`src/rtl/synth_spi_regs_if.sv`:
```
// SPI bus bundle between an external master and the synth_spi_regs slave.
// miso_oe lets the board tri-state miso while the slave is not selected.
interface synth_spi_regs_if;
   logic sclk;
   logic cs_n;
   logic mosi;
   logic miso;
   logic miso_oe;

   modport slave  (input sclk, cs_n, mosi, output miso, miso_oe);
   modport master (output sclk, cs_n, mosi, input miso, miso_oe);
endinterface

```
`src/rtl/synth_spi_regs.sv`:
```
// Oversampled mode-0 SPI slave register bank feeding synth's configuration and gate.
// Multi-byte fields go through shadows so synth never sees a half-written value.
module synth_spi_regs #(
   parameter logic [7:0] ID_VALUE = 8'hCD
) (
   input  logic            clk,
   input  logic            rst,
   synth_spi_regs_if.slave spi,
   output logic [7:0]      o_adsr_ai,
   output logic [7:0]      o_adsr_di,
   output logic [7:0]      o_adsr_s,
   output logic [7:0]      o_adsr_ri,
   output logic [31:0]     o_osc_count,
   output logic [15:0]     o_filter_a,
   output logic [15:0]     o_filter_b,
   output logic            o_trig
);
   typedef enum logic [1:0] {S_IDLE, S_CMD, S_DATA} state_t;

   state_t      r_state, w_state_nx;
   logic [1:0]  r_sclk_s, r_csn_s, r_mosi_s;
   logic        r_sclk_d, r_csn_d;
   logic        w_sclk, w_csn, w_mosi;
   logic        w_sclk_rise, w_sclk_fall, w_cs_fall, w_byte_done;
   logic [2:0]  r_bitcnt;
   logic [6:0]  r_shift;
   logic [7:0]  w_byte, w_rd_data, r_miso_sr;
   logic        r_wr, r_miso_oe;
   logic [6:0]  r_addr, w_addr_nx, w_rd_addr;
   logic [23:0] r_osc_sh;
   logic [7:0]  r_fa_sh, r_fb_sh;

   assign w_sclk      = r_sclk_s[1];
   assign w_csn       = r_csn_s[1];
   assign w_mosi      = r_mosi_s[1];
   assign w_sclk_rise = w_sclk & ~r_sclk_d;
   assign w_sclk_fall = ~w_sclk & r_sclk_d;
   assign w_cs_fall   = r_csn_d & ~w_csn;
   assign w_byte      = {r_shift, w_mosi};
   assign w_byte_done = (r_state != S_IDLE) && !w_csn && w_sclk_rise && (r_bitcnt == 3'd7);
   assign w_addr_nx   = r_addr + 7'd1;
   assign w_rd_addr   = (r_state == S_CMD) ? w_byte[6:0] : w_addr_nx;

   assign spi.miso    = r_miso_sr[7];
   assign spi.miso_oe = r_miso_oe;

   // Cleared synchronizers make cs_n look low, so a reset inside a frame cannot
   // fabricate a falling edge; the FSM waits for a genuine new frame.
   always_ff @(posedge clk) begin
      if (!rst) begin
         r_sclk_s <= '0;
         r_csn_s  <= '0;
         r_mosi_s <= '0;
         r_sclk_d <= 1'b0;
         r_csn_d  <= 1'b0;
      end else begin
         r_sclk_s <= {r_sclk_s[0], spi.sclk};
         r_csn_s  <= {r_csn_s[0], spi.cs_n};
         r_mosi_s <= {r_mosi_s[0], spi.mosi};
         r_sclk_d <= w_sclk;
         r_csn_d  <= w_csn;
      end
   end

   always_ff @(posedge clk) begin
      if (!rst) r_state <= S_IDLE;
      else      r_state <= w_state_nx;
   end

   always_comb begin
      w_state_nx = r_state;
      case (r_state)
         S_IDLE:  if (w_cs_fall) w_state_nx = S_CMD;
         S_CMD:   if (w_csn) w_state_nx = S_IDLE;
                  else if (w_byte_done) w_state_nx = S_DATA;
         S_DATA:  if (w_csn) w_state_nx = S_IDLE;
         default: w_state_nx = S_IDLE;
      endcase
   end

   always_comb begin
      w_rd_data = 8'h00;
      case (w_rd_addr)
         7'h00:   w_rd_data = o_adsr_ai;
         7'h01:   w_rd_data = o_adsr_di;
         7'h02:   w_rd_data = o_adsr_s;
         7'h03:   w_rd_data = o_adsr_ri;
         7'h04:   w_rd_data = o_osc_count[7:0];
         7'h05:   w_rd_data = o_osc_count[15:8];
         7'h06:   w_rd_data = o_osc_count[23:16];
         7'h07:   w_rd_data = o_osc_count[31:24];
         7'h08:   w_rd_data = o_filter_a[7:0];
         7'h09:   w_rd_data = o_filter_a[15:8];
         7'h0A:   w_rd_data = o_filter_b[7:0];
         7'h0B:   w_rd_data = o_filter_b[15:8];
         7'h0C:   w_rd_data = {7'd0, o_trig};
         7'h0F:   w_rd_data = ID_VALUE;
         default: w_rd_data = 8'h00;
      endcase
   end

   // The falling edge right after a load (bit counter back at 0) must not shift,
   // otherwise the MSB would be gone before the master samples it.
   always_ff @(posedge clk) begin
      if (!rst) begin
         r_bitcnt  <= 3'd0;
         r_shift   <= 7'd0;
         r_wr      <= 1'b0;
         r_addr    <= 7'd0;
         r_miso_sr <= 8'h00;
         r_miso_oe <= 1'b0;
      end else begin
         r_miso_oe <= (w_state_nx != S_IDLE);
         if (r_state == S_IDLE || w_csn) begin
            r_bitcnt  <= 3'd0;
            r_miso_sr <= 8'h00;
         end else begin
            if (w_sclk_rise) begin
               r_shift  <= w_byte[6:0];
               r_bitcnt <= r_bitcnt + 3'd1;
            end
            if (w_byte_done) begin
               if (r_state == S_CMD) begin
                  r_wr      <= w_byte[7];
                  r_addr    <= w_byte[6:0];
                  r_miso_sr <= w_byte[7] ? 8'h00 : w_rd_data;
               end else begin
                  r_addr    <= w_addr_nx;
                  r_miso_sr <= r_wr ? 8'h00 : w_rd_data;
               end
            end else if (w_sclk_fall && r_bitcnt != 3'd0) begin
               r_miso_sr <= {r_miso_sr[6:0], 1'b0};
            end
         end
      end
   end

   always_ff @(posedge clk) begin
      if (!rst) begin
         o_adsr_ai   <= 8'h10;
         o_adsr_di   <= 8'h10;
         o_adsr_s    <= 8'h80;
         o_adsr_ri   <= 8'h10;
         o_osc_count <= 32'h0000_0032;
         o_filter_a  <= 16'h4000;
         o_filter_b  <= 16'h4000;
         o_trig      <= 1'b0;
         r_osc_sh    <= 24'h00_0032;
         r_fa_sh     <= 8'h00;
         r_fb_sh     <= 8'h00;
      end else if (w_byte_done && r_state == S_DATA && r_wr) begin
         case (r_addr)
            7'h00:   o_adsr_ai <= w_byte;
            7'h01:   o_adsr_di <= w_byte;
            7'h02:   o_adsr_s  <= w_byte;
            7'h03:   o_adsr_ri <= w_byte;
            7'h04:   r_osc_sh[7:0]   <= w_byte;
            7'h05:   r_osc_sh[15:8]  <= w_byte;
            7'h06:   r_osc_sh[23:16] <= w_byte;
            7'h07:   o_osc_count <= {w_byte, r_osc_sh};
            7'h08:   r_fa_sh <= w_byte;
            7'h09:   o_filter_a <= {w_byte, r_fa_sh};
            7'h0A:   r_fb_sh <= w_byte;
            7'h0B:   o_filter_b <= {w_byte, r_fb_sh};
            7'h0C:   o_trig <= w_byte[0];
            default: ;
         endcase
      end
   end
endmodule

```
`src/flat_wrapper.sv`:
```
// flat-port wrapper written by rule: the top's interface ports become plain ports
module synth_spi_regs_flat 
#(
   parameter logic [7:0] ID_VALUE = 8'hCD
)
  (clk, rst, o_adsr_ai, o_adsr_di, o_adsr_s, o_adsr_ri, o_osc_count, o_filter_a, o_filter_b, o_trig, spi_sclk, spi_cs_n, spi_mosi, spi_miso, spi_miso_oe);
  synth_spi_regs_if spi_i ();
  input  logic clk;
  input  logic rst;
  output logic [7:0] o_adsr_ai;
  output logic [7:0] o_adsr_di;
  output logic [7:0] o_adsr_s;
  output logic [7:0] o_adsr_ri;
  output logic [31:0] o_osc_count;
  output logic [15:0] o_filter_a;
  output logic [15:0] o_filter_b;
  output logic o_trig;
  input wire logic [$bits(spi_i.sclk)-1:0] spi_sclk;
  input wire logic [$bits(spi_i.cs_n)-1:0] spi_cs_n;
  input wire logic [$bits(spi_i.mosi)-1:0] spi_mosi;
  output wire logic [$bits(spi_i.miso)-1:0] spi_miso;
  output wire logic [$bits(spi_i.miso_oe)-1:0] spi_miso_oe;
  assign spi_i.sclk = spi_sclk;
  assign spi_i.cs_n = spi_cs_n;
  assign spi_i.mosi = spi_mosi;
  assign spi_miso = spi_i.miso;
  assign spi_miso_oe = spi_i.miso_oe;
  synth_spi_regs #(.ID_VALUE(ID_VALUE)) u_core (.clk(clk), .rst(rst), .spi(spi_i), .o_adsr_ai(o_adsr_ai), .o_adsr_di(o_adsr_di), .o_adsr_s(o_adsr_s), .o_adsr_ri(o_adsr_ri), .o_osc_count(o_osc_count), .o_filter_a(o_filter_a), .o_filter_b(o_filter_b), .o_trig(o_trig));
endmodule
```
`config.mk`:
```
export PLATFORM = sky130hd
export DESIGN_NAME = synth_spi_regs_flat
export DESIGN_NICKNAME = d
export VERILOG_FILES = /design/src/rtl/synth_spi_regs_if.sv /design/src/rtl/synth_spi_regs.sv /design/src/flat_wrapper.sv
export SDC_FILE = /design/constraint.sdc
export NUM_CORES = 1
export LEC_CHECK = 0
export CAP_MARGIN = 15
export CELL_PAD_IN_SITES_DETAIL_PLACEMENT = 1
export CELL_PAD_IN_SITES_GLOBAL_PLACEMENT = 1
export CORE_UTILIZATION = 46
export CTS_CLUSTER_SIZE = 14
export DETAILED_ROUTE_END_ITERATION = 8
export PLACE_DENSITY_LB_ADDON = 0.1
export SLEW_MARGIN = 40
export SYNTH_ARGS = -nofsm -noshare
export SYNTH_HDL_FRONTEND = slang
export SYNTH_SLANG_ARGS = --single-unit
```
`constraint.sdc`:
```
create_clock -name clk -period 7.35 [get_ports clk]
set_input_delay 1.47 -clock clk [delete_from_list [all_inputs] [get_ports clk]]
set_output_delay 1.47 -clock clk [all_outputs]
set_load 0.02 [all_outputs]
```
; Yosys cells after proc, flatten, opt, wreduce, memory -nomap -nowiden
; Cells that the tools add are included.
[op_classes]
n_addsub = 2
eq_ne = 28
mux = 12
bitwise = 8
reduce_logical = 32
[ops]
columns = operator, count
row1 = $pmux W8 S14, 1
row2 = $eq A7 B4 Y1 const B, 11
row3 = $eq A7 B3 Y1 const B, 8
row4 = $mux W8, 5
row5 = $reduce_and A2 Y1, 15
row6 = $eq A7 B2 Y1 const B, 4
row7 = $eq A7 B1 Y1 const B, 2
row8 = $logic_not A7 Y1, 2
row9 = $mux W2, 4
row10 = $add A7 B1 Y7 const B, 1
row11 = $mux W7, 1
row12 = $logic_and A1 B1 Y1, 6
row13 = $pmux W2 S3, 1
row14 = $reduce_bool A2 Y1, 3
row15 = $not A1 Y1, 5
row16 = $add A3 B1 Y3 const B, 1
row17 = $and A1 B1 Y1, 3
row18 = $eq A3 B3 Y1 const B, 1
row19 = $reduce_and A3 Y1, 1
row20 = $reduce_bool A3 Y1, 1
row21 = $eq A2 B1 Y1 const B, 1
row22 = $eq A2 B2 Y1 const B, 1
row23 = $logic_not A2 Y1, 1
row24 = $reduce_or A2 Y1, 1
row25 = 2 further kinds, 2
[word_totals]
regBits = 174
input_bits = 5
out_inout_bits = 99
word_cells = 107

; Depth between registers and ports, before layout
[logic_depth]
word_depth = 8
mapped_depth = 10
depth_no_buf = 9

; Worst setup path before layout
; No wires, ideal clock.
[synth_path]
path_type = input port to flip-flop
startpoint = input rst
endpoint = register u_core.o_osc_count[4]
setup_ps = 137
arrival_time_ps = 2305
required_time_ps = 7213
slack_ps = 4909
stages = 4
path_buffers = 3
path_cell_list = clkbuf_1 > clkbuf_1 > clkbuf_1 > nand3_1
[synth_lines]
columns = item, line
row1 = "start, declared", flat_wrapper.sv:9  ; input logic rst;
row2 = "end signal, assigned", synth_spi_regs.sv:160  ; 7'h07: o_osc_count <= {w_byte, r_osc_sh};
row3 = "end, declared", synth_spi_regs.sv:13  ; output logic [31:0] o_osc_count,
; No word-level cell between the ends.

; Worst setup path in the final report
[layout_path]
startpoint = register u_core.r_addr[0]
endpoint = register u_core.r_miso_sr[4]
[layout_via]
elab_chain_len = 7
word_cells_on_any_way = 21
classes_between = add/sub (1) / eq/ne (13) / mux (6) / reduce/logical (1)
[layout_lines]
columns = item, line
row1 = "start, declared", synth_spi_regs.sv:29  ; logic [6:0] r_addr, w_addr_nx, w_rd_addr;
row2 = "start signal, assigned", synth_spi_regs.sv:125  ; r_addr <= w_byte[6:0];
row3 = "start signal, assigned", synth_spi_regs.sv:128  ; r_addr <= w_addr_nx;
row4 = $add A7 B1 Y7 *, synth_spi_regs.sv:41  ; assign w_addr_nx = r_addr + 7'd1;
row5 = $mux W7 *, synth_spi_regs.sv:42  ; assign w_rd_addr = (r_state == S_CMD) ? w_byte[6:0] : w_addr_nx;
row6 = $eq A7 B4 Y1 (tied with other cells), synth_spi_regs.sv:83  ; case (w_rd_addr)
row7 = $pmux W8 S14 *, synth_spi_regs.sv:83
row8 = $mux W8 (on tied branches), "synth_spi_regs.sv:129, synth_spi_regs.sv:126"
row9 = $mux W8 *, synth_spi_regs.sv:123  ; if (r_state == S_CMD) begin
row10 = $mux W8 *, synth_spi_regs.sv:122  ; if (w_byte_done) begin
row11 = "end signal, assigned", synth_spi_regs.sv:126  ; r_miso_sr <= w_byte[7] ? 8'h00 : w_rd_data;
row12 = "end signal, assigned", synth_spi_regs.sv:129  ; r_miso_sr <= r_wr ? 8'h00 : w_rd_data;
row13 = "end signal, assigned", synth_spi_regs.sv:132  ; r_miso_sr <= {r_miso_sr[6:0], 1'b0};
row14 = "end, declared", synth_spi_regs.sv:27  ; logic [7:0] w_byte, w_rd_data, r_miso_sr;
; Mark *: on every way between the ends. The rest lies on a longest branch, timed or not.
; A chain may end at the register's enable or synchronous reset.

==> flow_summary_export.csv <==
group,metric,value,unit
status,status,"complete, no violations",
setup_path,rr_startpoint,"u_core.r_addr[0]",
floorplanning,rows,47,
floorplanning,core_area,16800,um2
global_routing,first_global_vias,6982,
synthesis,synth-edff-count,0,
setup_path,cp_top_family,"compound AO/OA/AOI/OAI gates",
setup_path,worstSetupEndpointType,"flip-flop",
detailed_routing,drt_iter0_markers,566,
finish,utilization,57.8,%
finish,diodes,0,
setup_path,cp.required,7.72,ns
flow_run,drv_cap,0,
timing,fmax,290,MHz
worst_hold_path,min-delay-start,"u_core.r_mosi_s[0]",
synthesis,synthTopCellsByArea,"dfxtp_1 44%, mux2i_1 14%, nor2b_1 8.6%",
placed_design,place_congestion,0.870,
setup_path,start_kind,"flip-flop",
setup_path,cp_max_fo,16,
synthesis,yosys_warnings,0,
timing,relSlewSlack,41.4,%
setup_path,cpMaxStageDelayCell,"or4_1",
synthesis,ys_seq_elements,174,
global_routing,antenna_found_initial,0,
floorplanning,io_pins,104,
placed_design,post-place-ws,3.99,ns
setup_path,cp_num_buf_inv,0,
worst_hold_path,whs_path_depth,1,
timing,clock_skew,0.0163,ns
clocking,numCtsBuffers,17,
synthesis,ys_seq_area_share,43.7,%
global_routing,grt_first_pass_wirelength,41.5,mm
timing,hold_viol,0,
finish,drive_gt1_share,6.85,%
synthesis,syn_nets,875,
clocking,root_buffer,"clkbuf_16",
synthesis,syn_area,7970,um2
timing,fin_crit,3.45,ns
synthesis,synthFlopType,"dfxtp_1",
power,vdd_drop_max,0.169,mV
power,p_leak,0.00350,uW
finish,nets,933,
detailed_routing,wl,27.4,mm
setup_path,path_cells,"ha_1 -> xor2_1 -> mux2i_2 -> o221ai_1 -> or4_1 -> a21oi_1 -> o41ai_1 -> a21oi_1",
detailed_routing,wl_per_cell,23.7,um
synthesis,synth_top_area_share,43.7,%
finish,final_cell_mix,"171 x dfxtp_1, 112 x mux2i_1, 109 x nor2b_1",
timing,setup_viol,0,
floorplanning,fp.dieArea,17900,um2
synthesis,syn_area_per_cell,9.24,um2
worst_hold_path,hold_path_end,"u_core.r_mosi_s[1]",
timing,tightest_slew,0.871,ns
setup_path,rrSetupSlack,3.90,ns
synthesis,async_flop_share,0,%
placed_design,port_buffers,103,
synthesis,synthCells,863,
clocking,hold_buffers,0,
detailed_routing,postRouteAntennaNets,0,
detailed_routing,via_count,6857,
clocking,clk_pin_slew_worst_paths,0.07,ns
clocking,cts_tree,"done",
floorplanning,die_w,134,um
setup_path,crit_arrival,3.82,ns
clocking,cts_max_level,4,
finish,final_common_cell,"dfxtp_1",
setup_path,critical_path.most_common_cell,"a21oi_1",
setup_path,reg2reg_to,"u_core.r_miso_sr[4]",
timing,final.period_utilization,46.9,%
clocking,cts_resized,0,
setup_path,reg2regPathDepth,8,
timing,maxSlewViolCount,0,
global_routing,overflow,0,
timing,finalWorstSetupSlack,3.90,ns
synthesis,synth_cell_types,66,
setup_path,critPathKind,"reg -> reg",
detailed_routing,drc,0,
finish,fin_area,9690,um2
clocking,post_cts_buffers,0,
placed_design,dpl.hpwl,18.3,mm
detailed_routing,drtPass1Iterations,6,
placed_design,place_area,9070,um2
setup_path,cp_slowest_stage_delay,0.70,ns
synthesis,yosysTopAreaCell,"dfxtp_1",
power,cellPowerDensity,200,nW/um2
clocking,clk_latency,0.44,ns
power,p_total,1940,uW
global_routing,grtUsageTotal,31.0,%
timing,rsz0062_at_grt,"no",
finish,syn2layout_area_growth,21.5,%
floorplanning,initial_core_util,47.6,%
floorplanning,die_y,134,um
global_routing,grt_max_degree,107,
clocking,clock_sinks,174,
clocking,ctsLongestPathBuffers,2,
worst_hold_path,hold_path_class,"reg -> reg",
timing,tns,0,ns
detailed_routing,routed_via_density,5.94,
## synthesized netlist by cell type (all sizes together), types with 9 or more instances
cell / number
nor2: 40
a222oi: 11
inv: 14
o21ai: 24
a21boi: 31
buf: 22
mux2i: 113
clkbuf: 50
nand2: 97
nor2b: 110
nand3: 13
dfxtp: 174
and3: 9
a21oi: 22
and2: 12
a22oi: 15
## layer usage
layer	share of wire (%)	global-route usage [%]	wire length, um	vias up
met5	0	0	0	-
met4	3.6	13.6	974	0
met3	5.4	5.82	1470	60
met2	47	50.9	12900	226
met1	44	39.6	12100	3449
li1	-	-	-	3122
## cell families (layout without fill, tap and decap cells)
logic type | count (synthesis) | count (layout) | share of synthesized area [%]
compound gates | 158 | 158 | 14.5
xor+xnor | 3 | 3 | 0.330
fa+ha+maj | 7 | 7 | 1.10
buf+inv | 86 | 157 | 4.43
flops | 174 | 174 | 43.7
mux | 114 | 114 | 14.4
simple gates | 321 | 321 | 21.6
## how the worst max path moves through the flow
stage / start / to / slack, ns / cells past startpoint
6_report: u_core.r_addr[0] / u_core.r_miso_sr[4] / 3.90 / 8
5_1_grt: u_core.r_state[0] / u_core.o_osc_count[12] / 3.70 / 7
4_1_cts: u_core.r_addr[0] / u_core.r_miso_sr[0] / 3.97 / 8
3_5_place_dp: u_core.r_addr[0] / u_core.r_miso_sr[0] / 3.99 / 8
3_3_place_gp: u_core.r_sclk_s[1] / u_core.o_osc_count[13] / 3.93 / 7
2_1_floorplan: rst / u_core.o_osc_count[4] / 4.91 / 4
## metrics by stage
| step | hold slack, ns | std cells |
|---|---|---|
| 2_1_floorplan | 0.412 | 863 |
| 3_3_place_gp | 0.419 | 1122 |
| 3_5_place_dp | 0.429 | 1122 |
| 4_1_cts | 0.444 | 1154 |
| 5_1_grt | 0.463 | 1154 |
| 6_report | 0.439 | 1154 |
## where the power goes
group          internal, uW  total (uW)  switching [uW]  leakage, uW
Sequential              944         945            1.30      0.00140
Clock                   495         952             457     0.000303
Combinational          18.3        44.2            25.9      0.00179
Total                  1460        1940             484      0.00350
## registers in the layout (all words and copies together), names as in the netlist, 16 cells and up
signal,count
u_core.o_filter_a,16
u_core.r_osc_sh,24
u_core.o_osc_count,32
u_core.o_filter_b,16
## area by class of cell
type	instances	area (um2)
Clock buffer	17	425
Clock inverter	15	191
Fill cell	1870	7070
Inverter	14	52.6
Multi-Input combinational cell	603	4170
Sequential cell	174	3490
Tap cell	220	275
Timing Repair Buffer	111	1090
(Power assumes the default switching activity.)
